### config.mk
export PLATFORM = sky130hd
export DESIGN_NAME = id_scoreboard_flat
export DESIGN_NICKNAME = d
export VERILOG_FILES = /design/src/rtl/id_scoreboard_if.sv /design/src/rtl/id_scoreboard.sv /design/src/flat_wrapper.sv
export SDC_FILE = /design/constraint.sdc
export NUM_CORES = 1
export LEC_CHECK = 0
export ABC_CLOCK_PERIOD_IN_PS = 4250
export BUFFER_PORTS_ARGS = -buffer_cell sky130_fd_sc_hd__buf_2
export CAP_MARGIN = 20
export CORE_AREA = 2 2 137 139
export DETAILED_ROUTE_END_ITERATION = 6
export DIE_AREA = 0 0 139 141
export PLACE_DENSITY_LB_ADDON = 0.12
export SKIP_LAST_GASP = 1
export SYNTH_ARGS = -nofsm -noshare
export SYNTH_HDL_FRONTEND = slang
export SYNTH_SLANG_ARGS = --single-unit
### constraint.sdc
create_clock -name clk -period 4.25 [get_ports clk]
set_clock_uncertainty 0.15 [all_clocks]
set_input_delay 0 -clock clk [delete_from_list [all_inputs] [get_ports clk]]
set_output_delay 0 -clock clk [all_outputs]
set_load 0.01 [all_outputs]
### src/rtl/id_scoreboard_if.sv
// Decode-stage scoreboard bundle: source operands, bypass status, issue/retire
// handshakes and the resulting forward selects and stall.
interface id_scoreboard_if #(
  parameter int NUM_FWD = 3,
  parameter int SEL_W   = $clog2(NUM_FWD + 1)
);
  logic [14:0]          src_addr;
  logic [2:0]           src_use;
  logic [5*NUM_FWD-1:0] fwd_dest;
  logic [NUM_FWD-1:0]   fwd_wen;
  logic [NUM_FWD-1:0]   fwd_rdy;
  logic [3*SEL_W-1:0]   fwd_sel;
  logic                 issue_valid;
  logic [4:0]           issue_dest;
  logic                 issue_wen;
  logic                 issue_div;
  logic                 issue_fire;
  logic                 stall;
  logic                 retire_valid;
  logic [4:0]           retire_dest;
  logic                 cancel;
  logic                 div_busy;
  logic                 sb_err;

  modport master (
    output src_addr, src_use, fwd_dest, fwd_wen, fwd_rdy,
           issue_valid, issue_dest, issue_wen, issue_div,
           retire_valid, retire_dest, cancel,
    input  fwd_sel, issue_fire, stall, div_busy, sb_err
  );

  modport slave (
    input  src_addr, src_use, fwd_dest, fwd_wen, fwd_rdy,
           issue_valid, issue_dest, issue_wen, issue_div,
           retire_valid, retire_dest, cancel,
    output fwd_sel, issue_fire, stall, div_busy, sb_err
  );
endinterface

### src/rtl/id_scoreboard.sv
// Register scoreboard and forwarding-select unit: per-register pending write
// counters, divider occupancy counter, bypass selection and decode stall.
module id_scoreboard #(
  parameter int NUM_FWD = 3,
  parameter int CNT_W   = 2,
  parameter int DIV_LAT = 8,
  parameter int SEL_W   = $clog2(NUM_FWD + 1)
) (
  input  logic           clk,
  input  logic           reset,
  id_scoreboard_if.slave sb
);
  localparam int DIV_W = $clog2(DIV_LAT + 1);

  logic [CNT_W-1:0] pending_r [1:31];
  logic [DIV_W-1:0] div_cnt_r;
  logic             sb_err_r;

  logic [CNT_W-1:0] pend_s [32];
  logic [SEL_W-1:0] sel_s  [3];
  logic [2:0]       src_haz_s;
  logic             hit_s;
  logic             hit_rdy_s;
  logic [4:0]       src_s;
  logic             full_haz_s;
  logic             div_haz_s;
  logic             stall_s;
  logic             issue_fire_s;
  logic [31:1]      inc_s;
  logic [31:1]      ret_s;
  logic             err_s;

  // r0 reads as an always-empty counter so lookups need no special case
  always_comb begin
    pend_s[0] = '0;
    for (int i = 1; i < 32; i++) begin
      pend_s[i] = pending_r[i];
    end
  end

  // Per-source bypass match (lowest index wins) and operand hazard
  always_comb begin
    hit_s     = 1'b0;
    hit_rdy_s = 1'b0;
    src_s     = 5'd0;
    for (int s = 0; s < 3; s++) begin
      src_s     = sb.src_addr[5*s +: 5];
      sel_s[s]  = '0;
      hit_s     = 1'b0;
      hit_rdy_s = 1'b0;
      for (int k = NUM_FWD - 1; k >= 0; k--) begin
        if (sb.fwd_wen[k] && (sb.fwd_dest[5*k +: 5] == src_s) && (src_s != 5'd0)) begin
          sel_s[s]  = SEL_W'(k + 1);
          hit_s     = 1'b1;
          hit_rdy_s = sb.fwd_rdy[k];
        end else begin
          sel_s[s]  = sel_s[s];
        end
      end
      src_haz_s[s] = sb.src_use[s] && (pend_s[src_s] != '0) && (!hit_s || !hit_rdy_s);
    end
  end

  // Structural hazards, stall and per-register update strobes
  always_comb begin
    full_haz_s   = sb.issue_wen && (sb.issue_dest != 5'd0) &&
                   (pend_s[sb.issue_dest] == {CNT_W{1'b1}});
    div_haz_s    = sb.issue_div && (div_cnt_r != '0);
    stall_s      = sb.issue_valid && ((|src_haz_s) || full_haz_s || div_haz_s);
    issue_fire_s = sb.issue_valid && !stall_s;
    for (int i = 1; i < 32; i++) begin
      inc_s[i] = issue_fire_s && sb.issue_wen && (sb.issue_dest == 5'(i));
      ret_s[i] = sb.retire_valid && (sb.retire_dest == 5'(i));
    end
    err_s = sb.retire_valid && (sb.retire_dest != 5'd0) && (pend_s[sb.retire_dest] == '0);
  end

  // Pending counters, divider occupancy and sticky error; cancel keeps sb_err
  always_ff @(posedge clk) begin
    if (reset) begin
      for (int i = 1; i < 32; i++) begin
        pending_r[i] <= '0;
      end
      div_cnt_r <= '0;
      sb_err_r  <= 1'b0;
    end else if (sb.cancel) begin
      for (int i = 1; i < 32; i++) begin
        pending_r[i] <= '0;
      end
      div_cnt_r <= '0;
      sb_err_r  <= sb_err_r | err_s;
    end else begin
      for (int i = 1; i < 32; i++) begin
        if (inc_s[i] && !ret_s[i]) begin
          pending_r[i] <= pending_r[i] + 1'b1;
        end else if (ret_s[i] && !inc_s[i] && (pending_r[i] != '0)) begin
          pending_r[i] <= pending_r[i] - 1'b1;
        end else begin
          pending_r[i] <= pending_r[i];
        end
      end
      if (issue_fire_s && sb.issue_div) begin
        div_cnt_r <= DIV_W'(DIV_LAT);
      end else if (div_cnt_r != '0) begin
        div_cnt_r <= div_cnt_r - 1'b1;
      end else begin
        div_cnt_r <= div_cnt_r;
      end
      sb_err_r <= sb_err_r | err_s;
    end
  end

  assign sb.fwd_sel    = {sel_s[2], sel_s[1], sel_s[0]};
  assign sb.stall      = stall_s;
  assign sb.issue_fire = issue_fire_s;
  assign sb.div_busy   = (div_cnt_r != '0);
  assign sb.sb_err     = sb_err_r;
endmodule

### src/flat_wrapper.sv
// flat-port wrapper written by rule: the top's interface ports become plain ports
module id_scoreboard_flat 
#(
  parameter int NUM_FWD = 3,
  parameter int CNT_W   = 2,
  parameter int DIV_LAT = 8,
  parameter int SEL_W   = $clog2(NUM_FWD + 1)
)
  (clk, reset, sb_src_addr, sb_src_use, sb_fwd_dest, sb_fwd_wen, sb_fwd_rdy, sb_issue_valid, sb_issue_dest, sb_issue_wen, sb_issue_div, sb_retire_valid, sb_retire_dest, sb_cancel, sb_fwd_sel, sb_issue_fire, sb_stall, sb_div_busy, sb_sb_err);
  id_scoreboard_if #(.NUM_FWD(NUM_FWD), .SEL_W(SEL_W)) sb_i ();
  input  logic clk;
  input  logic reset;
  input wire logic [$bits(sb_i.src_addr)-1:0] sb_src_addr;
  input wire logic [$bits(sb_i.src_use)-1:0] sb_src_use;
  input wire logic [$bits(sb_i.fwd_dest)-1:0] sb_fwd_dest;
  input wire logic [$bits(sb_i.fwd_wen)-1:0] sb_fwd_wen;
  input wire logic [$bits(sb_i.fwd_rdy)-1:0] sb_fwd_rdy;
  input wire logic [$bits(sb_i.issue_valid)-1:0] sb_issue_valid;
  input wire logic [$bits(sb_i.issue_dest)-1:0] sb_issue_dest;
  input wire logic [$bits(sb_i.issue_wen)-1:0] sb_issue_wen;
  input wire logic [$bits(sb_i.issue_div)-1:0] sb_issue_div;
  input wire logic [$bits(sb_i.retire_valid)-1:0] sb_retire_valid;
  input wire logic [$bits(sb_i.retire_dest)-1:0] sb_retire_dest;
  input wire logic [$bits(sb_i.cancel)-1:0] sb_cancel;
  output wire logic [$bits(sb_i.fwd_sel)-1:0] sb_fwd_sel;
  output wire logic [$bits(sb_i.issue_fire)-1:0] sb_issue_fire;
  output wire logic [$bits(sb_i.stall)-1:0] sb_stall;
  output wire logic [$bits(sb_i.div_busy)-1:0] sb_div_busy;
  output wire logic [$bits(sb_i.sb_err)-1:0] sb_sb_err;
  assign sb_i.src_addr = sb_src_addr;
  assign sb_i.src_use = sb_src_use;
  assign sb_i.fwd_dest = sb_fwd_dest;
  assign sb_i.fwd_wen = sb_fwd_wen;
  assign sb_i.fwd_rdy = sb_fwd_rdy;
  assign sb_i.issue_valid = sb_issue_valid;
  assign sb_i.issue_dest = sb_issue_dest;
  assign sb_i.issue_wen = sb_issue_wen;
  assign sb_i.issue_div = sb_issue_div;
  assign sb_i.retire_valid = sb_retire_valid;
  assign sb_i.retire_dest = sb_retire_dest;
  assign sb_i.cancel = sb_cancel;
  assign sb_fwd_sel = sb_i.fwd_sel;
  assign sb_issue_fire = sb_i.issue_fire;
  assign sb_stall = sb_i.stall;
  assign sb_div_busy = sb_i.div_busy;
  assign sb_sb_err = sb_i.sb_err;
  id_scoreboard #(.NUM_FWD(NUM_FWD), .CNT_W(CNT_W), .DIV_LAT(DIV_LAT), .SEL_W(SEL_W)) u_core (.clk(clk), .reset(reset), .sb(sb_i));
endmodule
==> flow_summary.json <==
{
  "post_cts_resize_count": 0,
  "whs_path_depth": 4,
  "synth_edf_count": 62,
  "fin_crit_ns": 3.52,
  "crit_chain": "nor2_1 -> a21oi_1 -> mux4_2 -> a32oi_1 -> o31ai_1 -> a31oi_1 -> nand2_1 -> inv_2 -> buf_4 -> nand4_1 -> nand3_1",
  "post-place-cells": 1134,
  "design_area_sq_um": 8280,
  "slew_viol_final": 0,
  "via_per_inst": 6.38,
  "insertion_delay_ns": 0.35,
  "power_density_nw_per_um2": 265,
  "die_w_um": 139,
  "post_drt_wl_per_cell_um": 22.0,
  "drtPass1Iterations": 5,
  "ir_worst_vdd_v": 0.000213,
  "start_kind": "flop",
  "core_area_sq_um": 18300,
  "cp.depth": 11,
  "cp_num_buf_inv": 2,
  "ys.flop_type": "edfxtp_1",
  "synth_cell_types": 74,
  "drive_gt1_share_pct": 16.4,
  "ant_nets": 0,
  "setup_violations": 0,
  "clk_path_buf_depth": 2,
  "required_ns": 4.16,
  "grtUsageTotal_pct": 25.7,
  "start_util_pct": 41.0,
  "synth_nets": 973,
  "fp.dieH_um": 141,
  "grt_pass1_vias": 6752,
  "io_pins": 66,
  "h-tree-depth": 3,
  "buffer_ports.inserted": 65,
  "grt_setup_unrepaired": "no",
  "finalNonFillerCells": 1155,
  "crit_fanout": 16,
  "antenna_found_initial": 0,
  "status": "completed",
  "cts_buffers": 9,
  "area_growth_pct": 10.5,
  "drtIter0Drc": 811,
  "slowest_stage": "mux4_2",
  "ys_async_sr_fraction_pct": 0,
  "relSlewSlack_pct": 23.9,
  "num_vias": 7368,
  "grt_max_degree": 38,
  "drc": 0,
  "cp_top_family": "simple AND/OR/NAND/NOR gates",
  "cts.sinks": 67,
  "grt-ovfl-total": 0,
  "ys_ff_latch": 67,
  "cts-root-buf": "clkbuf_16",
  "rows": 50,
  "syn_area_sq_um": 7490,
  "dp_hpwl_um": 18900,
  "cp.arrival_ns": 3.44,
  "tightestPinTransition_ns": 1.14,
  "critical_path.max_stage_delay_ns": 0.48,
  "yosysWarnings": 0,
  "power_leakage_nw": 2.82,
  "power_mw": 2.20,
  "grt_pass1_wl_um": 39100,
  "finalHoldViolations": 0,
  "netlist_instances": 884,
  "r2r_cells": 11,
  "finalWeightedCongestion": 0.950,
  "crit_type": "flop to flop",
  "nNetsFinal": 1004,
  "min_path_type": "primary input to flop",
  "cap_violations": 0,
  "cts_tree": "yes",
  "min_period_over_period_pct": 82.9,
  "die_area_sq_um": 19600,
  "synth_area_per_cell_sq_um": 8.48,
  "finalSetupTns_ns": 0,
  "clk_pin_slew_ns": 0.06,
  "drt-total-wl_um": 25400,
  "final_util_pct": 45.3,
  "dpl_cell_area_sq_um": 7930,
  "rrSetupSlack_ns": 0.73,
  "fmax_mhz": 284,
  "worstSetupEndpointType": "flop",
  "ys_seq_area_share_pct": 26.2
}
[synthesized netlist by cell type (4+ instances only)]
cell type / n / share of area [%]
a21oi_1: 43 / 2.9
nand3_1: 61 / 4.1
a221oi_1: 4 / 0.47
and2_1: 6 / 0.50
mux4_2: 34 / 10
or3_1: 5 / 0.42
nand4_1: 27 / 2.3
inv_1: 73 / 3.7
or4_1: 4 / 0.40
nor3b_1: 4 / 0.40
nand2b_1: 9 / 0.75
dfxtp_1: 5 / 1.3
nand2_1: 70 / 3.5
mux2i_1: 5 / 0.67
nand4b_1: 5 / 0.58
o21ai_0: 22 / 1.5
edfxtp_1: 62 / 25
nor2b_1: 5 / 0.42
nor4_1: 15 / 1.3
ha_1: 33 / 5.5
and3_1: 15 / 1.3
buf_4: 5 / 0.50
or2_2: 7 / 0.58
a211o_1: 23 / 2.7
nor2_1: 71 / 3.6
a211oi_1: 38 / 3.8
xnor2_1: 19 / 2.2
mux2_2: 5 / 0.75
xor2_1: 28 / 3.3
o31ai_1: 5 / 0.50
a2111oi_0: 4 / 0.47
clkbuf_1: 31 / 1.6
inv_2: 4 / 0.20
a2111o_1: 13 / 2.0
nor3_1: 41 / 2.7
buf_2: 20 / 1.3
[cell families after synthesis]
| kind of cell | Yosys count | synth area share [%] |
|---|---|---|
| buffers and inverters | 138 | 7.80 |
| and+or+nand+nor | 361 | 24.6 |
| DFF | 67 | 26.2 |
| muxes | 44 | 11.6 |
| adders and majority gates | 33 | 5.51 |
| xor gates and xnor gates | 47 | 5.49 |
| AOI/OAI and AO/OA | 194 | 18.8 |
[state kept, by name, indices dropped and copies added (netlist names)]
signal,cells
u_core.pending_r,62
u_core.div_cnt_r,4
u_core.sb.sb_err,1
[final timing paths]
path	from	endpoint
setup reg to reg	u_core.pending_r[1][20]	u_core.pending_r[0][24]
setup / recovery	u_core.pending_r[1][20]	u_core.pending_r[0][24]
hold reg to reg	u_core.div_cnt_r[2]	u_core.div_cnt_r[2]
hold / removal	sb_cancel	u_core.div_cnt_r[0]
[layout by cell type, fill, tap and decap left out, types with 5 or more instances in the layout]
cell type and count:
and2_1 6, edfxtp_1 62, nand2_1 70, nand3_1 61, o21ai_0 22, nand4b_1 5
buf_4 10, clkbuf_16 9, a2111o_1 13, nor2_1 70, inv_1 73, a211oi_1 38
buf_2 65, xnor2_1 19, nor4_1 15, or3_1 5, nand4_1 27, nand2b_1 9
ha_1 33, xor2_1 28, and3_1 15, a21oi_1 43, nor3_1 41, o31ai_1 5
nor2b_1 5, or2_2 7, mux2_2 5, dfxtp_1 5, mux4_2 34, a211o_1 23
mux2i_1 5
[worst reg2reg max path, stage by stage (launching register included)]
cell      delay, ns
edfxtp_1       0.43
nor2_1         0.33
a21oi_1        0.12
mux4_2         0.48
a32oi_1        0.21
o31ai_1        0.11
a31oi_1        0.35
nand2_1        0.14
inv_2          0.30
buf_4          0.26
nand4_1        0.14
nand3_1        0.21
[metal layers]
metal	global-route usage (%)	part of all wire (%)	up-vias
met5	0	0	-
met4	8.98	3.0	0
met3	4.59	7.6	51
met2	40.0	44	322
met1	36.2	45	3573
li1	-	-	3422
[where the power goes]
part	internal (mW)	total (mW)	switching [mW]
Combinational	0.233	0.600	0.367
Clock	0.483	0.803	0.320
Sequential	0.752	0.793	0.0416
Total	1.47	2.20	0.729
[metrics by stage]
| step | setup WS (ns) | hold WS [ns] |
|---|---|---|
| 2_1_floorplan | 1.38 | -0.0776 |
| 3_5_place_dp | 0.738 | 0.127 |
| 5_1_grt | 0.408 | 0.187 |
| 4_1_cts | 0.730 | 0.177 |
| 6_report | 0.725 | 0.182 |
| 3_3_place_gp | 0.734 | 0.114 |
[cell type report]
| cell class | instances | area (sq um) |
|---|---|---|
| Timing Repair Buffer | 81 | 480 |
| Sequential cell | 67 | 1960 |
| Fill cell | 1810 | 9990 |
| Antenna cell | 1 | 2.50 |
| Clock buffer | 11 | 253 |
| Tap cell | 234 | 293 |
| Clock inverter | 5 | 51.3 |
| Inverter | 77 | 289 |
| Multi-Input combinational cell | 679 | 4950 |
[repair_timing]
action                    in CTS  in global routing
hold endpoints to repair       4                  0
hold buffers                   4                  0
buffers inserted               0                  0
Power figures use the tool's default switching activity.
